$ cat config.mk
export PLATFORM = sky130hd
export DESIGN_NAME = pulse_stretch
export DESIGN_NICKNAME = d
export VERILOG_FILES = /design/src/rtl/pulse_stretch_pkg.sv /design/src/rtl/load_down_counter.sv /design/src/rtl/pulse_stretch.sv
export SDC_FILE = /design/constraint.sdc
export NUM_CORES = 1
export LEC_CHECK = 0
export ABC_AREA = 0
export CORE_MARGIN = 2
export CORE_UTILIZATION = 54
export CTS_BUF_LIST = sky130_fd_sc_hd__clkbuf_16
export CTS_CLUSTER_DIAMETER = 120
export DETAILED_ROUTE_END_ITERATION = 16
export GPL_TIMING_DRIVEN = 1
export PLACE_DENSITY = 0.75
export SYNTH_ARGS = -nofsm -noshare
export SYNTH_HDL_FRONTEND = slang
export SYNTH_SLANG_ARGS = --single-unit
$ cat constraint.sdc
create_clock -name clk -period 2.3 [get_ports clk]
set_clock_uncertainty 0.05 [all_clocks]
set_input_delay 0.69 -clock clk [delete_from_list [all_inputs] [get_ports clk]]
set_output_delay 0.69 -clock clk [all_outputs]
set_load 0.005 [all_outputs]
$ cat src/rtl/pulse_stretch_pkg.sv
`default_nettype none
// ============================================================================
// Module      : pulse_stretch_pkg
// Description : Shared state encoding and default timing constants for
//               pulse_stretch and its counter.
// Revision    : 1.0 - initial release
// ============================================================================
package pulse_stretch_pkg;

    typedef enum logic [1:0] {
        ST_IDLE = 2'b00,
        ST_HOLD = 2'b01,
        ST_GAP  = 2'b10
    } state_t;

    localparam int c_HOLD_DEFAULT  = 8;
    localparam int c_GAP_DEFAULT   = 2;
    localparam int c_CNT_W_DEFAULT = 8;

endpackage
`default_nettype wire

$ cat src/rtl/load_down_counter.sv
`default_nettype none
// ============================================================================
// Module      : load_down_counter
// Description : Loadable down-counter with zero flag; stops at zero.
// Revision    : 1.0 - initial release
// ============================================================================
module load_down_counter #(
    parameter int CNT_W = 8
) (
    input  logic             clk,
    input  logic             rst,
    input  logic             i_load,
    input  logic [CNT_W-1:0] i_load_val,
    input  logic             i_dec,
    output logic             o_zero
);

    logic [CNT_W-1:0] r_cnt;

    always_ff @(posedge clk) begin
        if (!rst) begin
            r_cnt <= '0;
        end else if (i_load) begin
            r_cnt <= i_load_val;
        end else if (i_dec && (r_cnt != '0)) begin
            r_cnt <= r_cnt - 1'b1;
        end
    end

    assign o_zero = (r_cnt == '0);

endmodule
`default_nettype wire

$ cat src/rtl/pulse_stretch.sv
`default_nettype none
// ============================================================================
// Module      : pulse_stretch
// Description : Stretches a one-cycle pulse into a HOLD-cycle level followed
//               by a GAP-cycle low guard. Build macro RETRIGGER_EN lets a
//               pulse during HOLD reload the hold time instead of dropping it.
// Revision    : 1.0 - initial release
// ============================================================================
module pulse_stretch
    import pulse_stretch_pkg::*;
#(
    parameter int HOLD  = c_HOLD_DEFAULT,
    parameter int GAP   = c_GAP_DEFAULT,
    parameter int CNT_W = c_CNT_W_DEFAULT
) (
    input  logic clk,
    input  logic rst,
    input  logic pulse,
    output logic level,
    output logic busy,
    output logic dropped
);

    localparam logic [CNT_W-1:0] c_HOLD_LD = CNT_W'(HOLD - 1);
    localparam logic [CNT_W-1:0] c_GAP_LD  = CNT_W'((GAP > 0) ? (GAP - 1) : 0);

    state_t           r_state;
    state_t           w_next;
    logic             r_dropped;
    logic             w_drop;
    logic             w_load;
    logic [CNT_W-1:0] w_load_val;
    logic             w_dec;
    logic             w_zero;

    load_down_counter #(
        .CNT_W (CNT_W)
    ) u_cnt (
        .clk        (clk),
        .rst        (rst),
        .i_load     (w_load),
        .i_load_val (w_load_val),
        .i_dec      (w_dec),
        .o_zero     (w_zero)
    );

    always_ff @(posedge clk) begin
        if (!rst) begin
            r_state   <= ST_IDLE;
            r_dropped <= 1'b0;
        end else begin
            r_state   <= w_next;
            r_dropped <= w_drop;
        end
    end

    always_comb begin
        w_next     = r_state;
        w_load     = 1'b0;
        w_load_val = c_HOLD_LD;
        w_dec      = 1'b0;
        w_drop     = 1'b0;
        case (r_state)
            ST_IDLE: begin
                if (pulse) begin
                    w_next = ST_HOLD;
                    w_load = 1'b1;
                end
            end
            ST_HOLD: begin
`ifdef RETRIGGER_EN
                // A reload wins over expiry, even on the last hold cycle.
                if (pulse) begin
                    w_load = 1'b1;
                end else if (w_zero) begin
                    if (GAP > 0) begin
                        w_next     = ST_GAP;
                        w_load     = 1'b1;
                        w_load_val = c_GAP_LD;
                    end else begin
                        w_next = ST_IDLE;
                    end
                end else begin
                    w_dec = 1'b1;
                end
`else
                w_drop = pulse;
                if (w_zero) begin
                    if (GAP > 0) begin
                        w_next     = ST_GAP;
                        w_load     = 1'b1;
                        w_load_val = c_GAP_LD;
                    end else begin
                        w_next = ST_IDLE;
                    end
                end else begin
                    w_dec = 1'b1;
                end
`endif
            end
            ST_GAP: begin
                w_drop = pulse;
                if (w_zero) begin
                    w_next = ST_IDLE;
                end else begin
                    w_dec = 1'b1;
                end
            end
            default: begin
                w_next = ST_IDLE;
            end
        endcase
    end

    always_comb begin
        level   = (r_state == ST_HOLD);
        busy    = (r_state != ST_IDLE);
        dropped = r_dropped;
    end

endmodule
`default_nettype wire

# --- Yosys cells after proc, flatten, opt, wreduce, memory -nomap -nowiden ---
# Cells that the tools add are included.
totals:
  reg_bits: 11
  latchBits: 0
  ramBits: 0
  rom_bits: 0
  inputBits: 3
  out_inout_bits: 3
  wordCells: 31
  memories: 0
op_classes:
  n_addsub: 1
  multipliers: 0
  div_mod_pow: 0
  n_lt_le_gt_ge: 0
  n_eq_ne: 5
  shifts: 0
  n_mux: 13
  n_bitwise: 0
  reduce_logical: 9
ops:
  columns: ["op", "n"]
  rows:
  - ["2-to-1 mux 8 bit", 2]
  - ["logical NOT 8 bit", 1]
  - ["nonzero test 8 bit", 1]
  - ["subtractor 8 x 1 -> 8 bit, second input constant", 1]
  - ["2-to-1 mux 2 bit", 3]
  - ["2-to-1 mux 3 bit", 2]
  - ["one-hot mux 2 bit (3 select lines)", 1]
  - ["2-to-1 mux 1 bit", 4]
  - ["inequality test 2 x 1 -> 1 bit, second input constant", 2]
  - ["nonzero test 2 bit", 2]
  - ["AND reduction 3 bit", 1]
  - ["== test 2 x 1 -> 1 bit, second input constant", 1]
  - ["== test 2 bit, second input constant", 1]
  - ["logical NOT 2 bit", 1]
  - ["inequality test 2 bit, second input constant", 1]
  - ["one-hot mux 1 bit (2 select lines)", 1]
  - ["AND reduction 2 bit", 1]
  - ["OR reduction 2 bit", 1]
  - ["logical AND 1 bit", 1]

# --- Depth between registers and ports, before layout ---
# Gate-level depths: netlist (run 1).
logic_depth:
  word_depth: 6
  depth_mapped: 6

# --- Hierarchy ---
# Synthesis (run 1) repeated with hierarchy kept, for this count alone.
hier_totals:
  hier_cells: 84
  hier_area_um2: 721.9
modules_own_cells:
  columns: ["mod", "n_inst", "cells_each", "area_per_inst_um2", "seq_area_each_um2"]
  rows:
  - ["load_down_counter", 1, 58, 508.0, 160.2]
  - ["pulse_stretch", 1, 26, 214.0, 60.1]

# --- Worst setup path after synthesis (run 1) ---
# OpenSTA, ideal clock, no wires.
synth_timing:
  path_type: "reg2reg"
  startpoint: "register r_state[0]"
  endpoint: "register u_cnt.r_cnt[7]"
  arrival_time_ps: 2000
  setup_slack_ps: 181
  path_stages_with_launch: 7
  n_path_buf: 1
  period_less_slack_ps: 2119
  path_cell_list: "dfxtp_1 > inv_1 > ha_1 > clkbuf_1 > or4b_1 > or4_1 > a21oi_1"
synth_via:
  elab_chain_cells: 5
  elab_cells_between_ends: 9
  classes_between: "eq/ne (2); mux (3); reduce/logical (4)"
synth_rtl:
  columns: ["element", "line", "text"]
  rows:
  - ["start, declared", "pulse_stretch.sv:27", "state_t r_state;"]
  - ["start signal, assigned", "pulse_stretch.sv:52", "r_state <= w_next;"]
  - ["== test 2 x 1 -> 1 bit or == test 2 bit (tied branches)", "pulse_stretch.sv:63", "case (r_state)"]
  - ["OR reduction 2 bit (no line)", null, null]
  - ["2-to-1 mux 1 bit", null, null]
  - ["logical AND 1 bit", "load_down_counter.sv:25", "end else if (i_dec && (r_cnt != '0)) begin"]
  - ["nonzero test 2 bit (no line)", null, null]
  - ["end signal, assigned", "load_down_counter.sv:24", "r_cnt <= i_load_val;"]
  - ["end signal, assigned", "load_down_counter.sv:26", "r_cnt <= r_cnt - 1'b1;"]
  - ["end, declared", "load_down_counter.sv:18", "logic [CNT_W-1:0] r_cnt;"]
# Parallel ways exist; a longest one is shown, timed or not.
# A chain may end at the register's enable or synchronous reset.

# --- Worst setup path in the final report (run 1) ---
layout_timing:
  startpoint: "register r_state[0]"
  endpoint: "output port busy"
layout_via:
  elab_chain_cells: 1
layout_rtl:
  columns: ["element", "line", "text"]
  rows:
  - ["nonzero test 2 bit", "pulse_stretch.sv:117", "busy = (r_state != ST_IDLE);"]
  - ["end, declared", "pulse_stretch.sv:20", "output logic busy,"]
# Every way passes these cells.

==> run_summary.xml, run 1 <==
<?xml version="1.0" encoding="UTF-8"?>
<metrics>
  <group name="cts">
    <metric name="ctsRootBufferMaster" unit="">clkbuf_16</metric>
    <metric name="cts.htree.levels" unit="">1</metric>
    <metric name="clockBufferDepth" unit="">2</metric>
    <metric name="post_cts_buffers" unit="">0</metric>
    <metric name="tritoncts" unit="">yes</metric>
    <metric name="tritoncts_num_sinks" unit="">11</metric>
    <metric name="clk_latency" unit="ns">0.24</metric>
    <metric name="worst_setup_hold_path_clk_slew" unit="ns">0.04</metric>
    <metric name="numCtsBuffers" unit="">3</metric>
    <metric name="post_cts_hold_buffer_count" unit="">0</metric>
  </group>
  <group name="worst_setup_path">
    <metric name="cp_data_arrival_time" unit="ns">1.49</metric>
    <metric name="crit_path_max_fanout" unit="">7</metric>
    <metric name="cp_num_buf_inv" unit="">3</metric>
    <metric name="critical_path.startpoint" unit="">r_state[0]$_SDFFE_PN0P_</metric>
    <metric name="setup_crit_path_kind" unit="">reg -&gt; out</metric>
    <metric name="crit_chain" unit="">inv_1 &gt; ha_2 &gt; inv_1 &gt; clkdlybuf4s50_1</metric>
    <metric name="path_delay_family" unit="">buffers and inverters</metric>
    <metric name="master_of_the_slowest_instance_on_the_critical_path" unit="">clkdlybuf4s50_1</metric>
    <metric name="worst_path_most_repeated_cell" unit="">inv_1</metric>
    <metric name="critical_path.reg2reg.startpoint" unit="">r_state[1]$_SDFFE_PN0P_</metric>
    <metric name="endpoint_kind" unit="">output pin</metric>
    <metric name="critical_path_required" unit="ns">1.56</metric>
    <metric name="max_stage_delay_on_crit_path" unit="ns">0.50</metric>
    <metric name="timing.critical_path.from_type" unit="">flop</metric>
  </group>
  <group name="final_layout">
    <metric name="area_growth_syn_to_layout" unit="%">23.00</metric>
    <metric name="finish.utilization" unit="%">70.30</metric>
    <metric name="post_layout_nonfiller_instances" unit="">109</metric>
    <metric name="combined_area_of_the_multi_input_logic_cells" unit="sq um">480.5</metric>
    <metric name="final_layout_size_suffix_gt1_share" unit="%">15.96</metric>
    <metric name="layout.area.seq" unit="sq um">222.7</metric>
    <metric name="layout_filler_cell_count" unit="">102</metric>
    <metric name="num-nets-final" unit="">105</metric>
    <metric name="insertedDiodeCount" unit="">0</metric>
  </group>
  <group name="timing">
    <metric name="period_minus_slack" unit="ns">2.229</metric>
    <metric name="grt_setup_unrepaired" unit="">false</metric>
    <metric name="finalHoldViolCount" unit="">0</metric>
    <metric name="min_period_over_period" unit="%">96.91</metric>
    <metric name="maxClockFrequency" unit="MHz">448.7</metric>
    <metric name="worst_slew_margin_rel" unit="%">81.60</metric>
    <metric name="least_margin_pin_slew" unit="ns">0.2737</metric>
    <metric name="tns_setup" unit="ns">0</metric>
    <metric name="final.setup.worst_slack" unit="ns">0.07112</metric>
    <metric name="slew_viol_final" unit="">0</metric>
    <metric name="setup_violating_endpoint_count_in_the_final_report" unit="">0</metric>
  </group>
  <group name="synth">
    <metric name="synthDominantCellAreaShare" unit="%">29.98</metric>
    <metric name="part_of_the_yosys_area_used_for_sequential_elements" unit="%">29.98</metric>
    <metric name="syn_area" unit="sq um">734.5</metric>
    <metric name="synthTopCellsByCount" unit="">dfxtp_1 (11), ha_1 (7), inv_1 (6)</metric>
    <metric name="yosysMostFrequentCell" unit="">dfxtp_1</metric>
    <metric name="synth_top_family_by_area" unit="">simple AND/OR/NAND/NOR gates</metric>
    <metric name="yosysTopAreaCell" unit="">dfxtp_1</metric>
    <metric name="syn-instance-count" unit="">85</metric>
    <metric name="synth_compound_area_share" unit="%">21.64</metric>
    <metric name="postSynth.topFlopCell" unit="">dfxtp_1</metric>
    <metric name="synth_adder_area_share" unit="%">11.93</metric>
    <metric name="synth-xor-area-share" unit="%">0</metric>
    <metric name="synth-simple-area-share" unit="%">31.18</metric>
    <metric name="yosys_register_bits" unit="">11</metric>
    <metric name="synth.distinct_cells" unit="">35</metric>
    <metric name="ys_async_sr_fraction" unit="%">0</metric>
    <metric name="netlist_top_cells_area" unit="">dfxtp_1 (30%), ha_1 (12%), nand4_1 (4.3%)</metric>
    <metric name="syn-mean-instance-area" unit="sq um">8.641</metric>
    <metric name="synth_enable_flop_cells" unit="">0</metric>
    <metric name="synth.mux.area_fraction" unit="%">0</metric>
    <metric name="postSynthNetCount" unit="">95</metric>
    <metric name="yosysWarningCount" unit="">0</metric>
  </group>
  <group name="floorplanning">
    <metric name="die_height" unit="um">40.88</metric>
    <metric name="placement_rows" unit="">13</metric>
    <metric name="design.portCount" unit="">6</metric>
    <metric name="initial_core_util" unit="%">57.16</metric>
    <metric name="floorplan.die_area" unit="sq mm">0.001671</metric>
    <metric name="design.core.area" unit="sq mm">0.001285</metric>
    <metric name="die-width" unit="um">40.88</metric>
  </group>
  <group name="power">
    <metric name="power.ir.vdd_worst" unit="V">0.0009308</metric>
    <metric name="cellPowerDensity" unit="mW/mm^2">1652</metric>
    <metric name="static-leakage-power" unit="nW">0.3574</metric>
  </group>
  <group name="place">
    <metric name="preCtsSetupSlack" unit="ns">0.1886</metric>
    <metric name="global_placement_routability_congestion" unit="">0.7487</metric>
    <metric name="dpl.cell_count" unit="">105</metric>
    <metric name="port-buffer-count" unit="">5</metric>
    <metric name="post-dp-hpwl" unit="mm">1.133</metric>
  </group>
  <group name="detailed_routing">
    <metric name="dr_total_vias" unit="">722</metric>
    <metric name="wl_per_cell" unit="um">15.80</metric>
    <metric name="post_drt_via_cell_ratio" unit="">6.624</metric>
    <metric name="drt_first_iter_violations" unit="">39</metric>
    <metric name="detail_route.drc_violations" unit="">0</metric>
    <metric name="number_of_search_and_repair_iterations_in_the_first_detailed_routing_pass" unit="">4</metric>
    <metric name="routed_wirelength" unit="mm">1.722</metric>
    <metric name="final_antenna_net_count" unit="">0</metric>
  </group>
  <group name="global_routing">
    <metric name="grt_start_max_net_pins" unit="">12</metric>
    <metric name="grtUsageTotal" unit="%">23.28</metric>
    <metric name="grt_pass1_vias" unit="">546</metric>
    <metric name="grt_first_pass_wirelength" unit="mm">2.484</metric>
    <metric name="grt.overflow.total" unit="">0</metric>
    <metric name="number_of_antenna_violations_at_the_first_check_in_global_routing" unit="">0</metric>
  </group>
  <group name="run_status">
    <metric name="status" unit="">complete, no violations</metric>
  </group>
  <group name="min_path">
    <metric name="hold_start" unit="">u_cnt.r_cnt[7]$_SDFFE_PN0P_</metric>
    <metric name="min_path_type" unit="">reg -&gt; reg</metric>
  </group>
  <group name="job">
    <metric name="timing.max_cap.violations" unit="">0</metric>
  </group>
</metrics>
## power by group
group	switching, mW	internal, mW
registers	0.0767	0.265
clock network	0.0853	0.228
logic	0.465	0.372
## flip-flops by register name, indices dropped and copies added (netlist names)
signal       count
u_cnt.r_cnt      8
r_state          2
dropped          1
## worst reg2reg max path: stages (launching register included)
cell and delay (ns):
dfxtp_2 0.35, inv_1 0.09, ha_2 0.34, or4b_1 0.57, or4_1 0.45, a21oi_1 0.15
## cell usage in the layout (no fill, tap or decap), types with 2 or more instances in the layout
cell type	instances
nand4b_1	2
a211o_1	2
nor2_1	3
and3_1	2
o2111ai_1	3
clkbuf_16	3
ha_1	5
dfxtp_2	2
a21oi_1	5
nand3_1	3
nand2_1	4
or4_1	3
ha_2	2
and2_1	3
o31ai_1	2
dfxtp_1	9
inv_1	7
buf_4	4
clkdlybuf4s50_1	5
nand4_1	5
o21ai_0	3
## cell type report
class / count / share of cell area [%]
Clock buffer: 3 / 8.310
Multi-Input combinational cell: 64 / 53.19
Clock inverter: 1 / 0.4155
Tap cell: 15 / 2.078
Timing Repair Buffer: 9 / 8.864
Sequential cell: 11 / 24.65
Inverter: 6 / 2.493
## cell families (layout without fill, tap and decap cells)
| family | count (synthesis) | in the layout |
|---|---|---|
| buf+inv | 10 | 19 |
| fa+ha+maj | 7 | 7 |
| simple gates | 35 | 35 |
| compound gates | 22 | 22 |
| flops | 11 | 11 |
## final timing paths
| kind | to | slack [ns] | cells after the start |
|---|---|---|---|
| setup / recovery | busy | 0.07 | 4 |
| hold / removal | u_cnt.r_cnt[7]$_SDFFE_PN0P_ | 0.45 | 2 |
| setup reg to reg | u_cnt.r_cnt[7]$_SDFFE_PN0P_ | 0.23 | 5 |
| hold reg to reg | u_cnt.r_cnt[7]$_SDFFE_PN0P_ | 0.45 | 2 |
## metal layers
layer / track usage (%) / vias to the layer above / part of all wire, %
met5: 0 / - / 0
met4: 15.00 / 0 / 3.0
met3: 5.435 / 7 / 5.8
met2: 32.42 / 31 / 47
met1: 31.56 / 336 / 44
li1: - / 348 / -
## through the flow
stage	total power, mW	hold WS [ns]	area, sq um
2_1_floorplan	0.8858	0.4152	734.5
5_1_grt	1.582	0.4741	903.4
4_1_cts	1.472	0.4610	898.4
3_5_place_dp	1.136	0.4539	817.0
3_3_place_gp	1.116	0.4357	817.0
6_report	1.492	0.4548	903.4
## timing repair
action                                  CTS  global route
gates cloned                              0             0
endpoints found under the setup margin    1             2
gates resized for setup                   1             3
Note: power is estimated with default switching activity, not from simulation.
==> run 2, diff against run 1 <==
--- a/config.mk
+++ b/config.mk
@@ -9,7 +9,6 @@
 export CORE_MARGIN = 2
 export CORE_UTILIZATION = 54
 export CTS_BUF_LIST = sky130_fd_sc_hd__clkbuf_16
-export CTS_CLUSTER_DIAMETER = 120
 export DETAILED_ROUTE_END_ITERATION = 16
 export GPL_TIMING_DRIVEN = 1
 export PLACE_DENSITY = 0.75
==> results of run 2 <==
The final DEF is identical to that of run 1; final timing and power are the same.
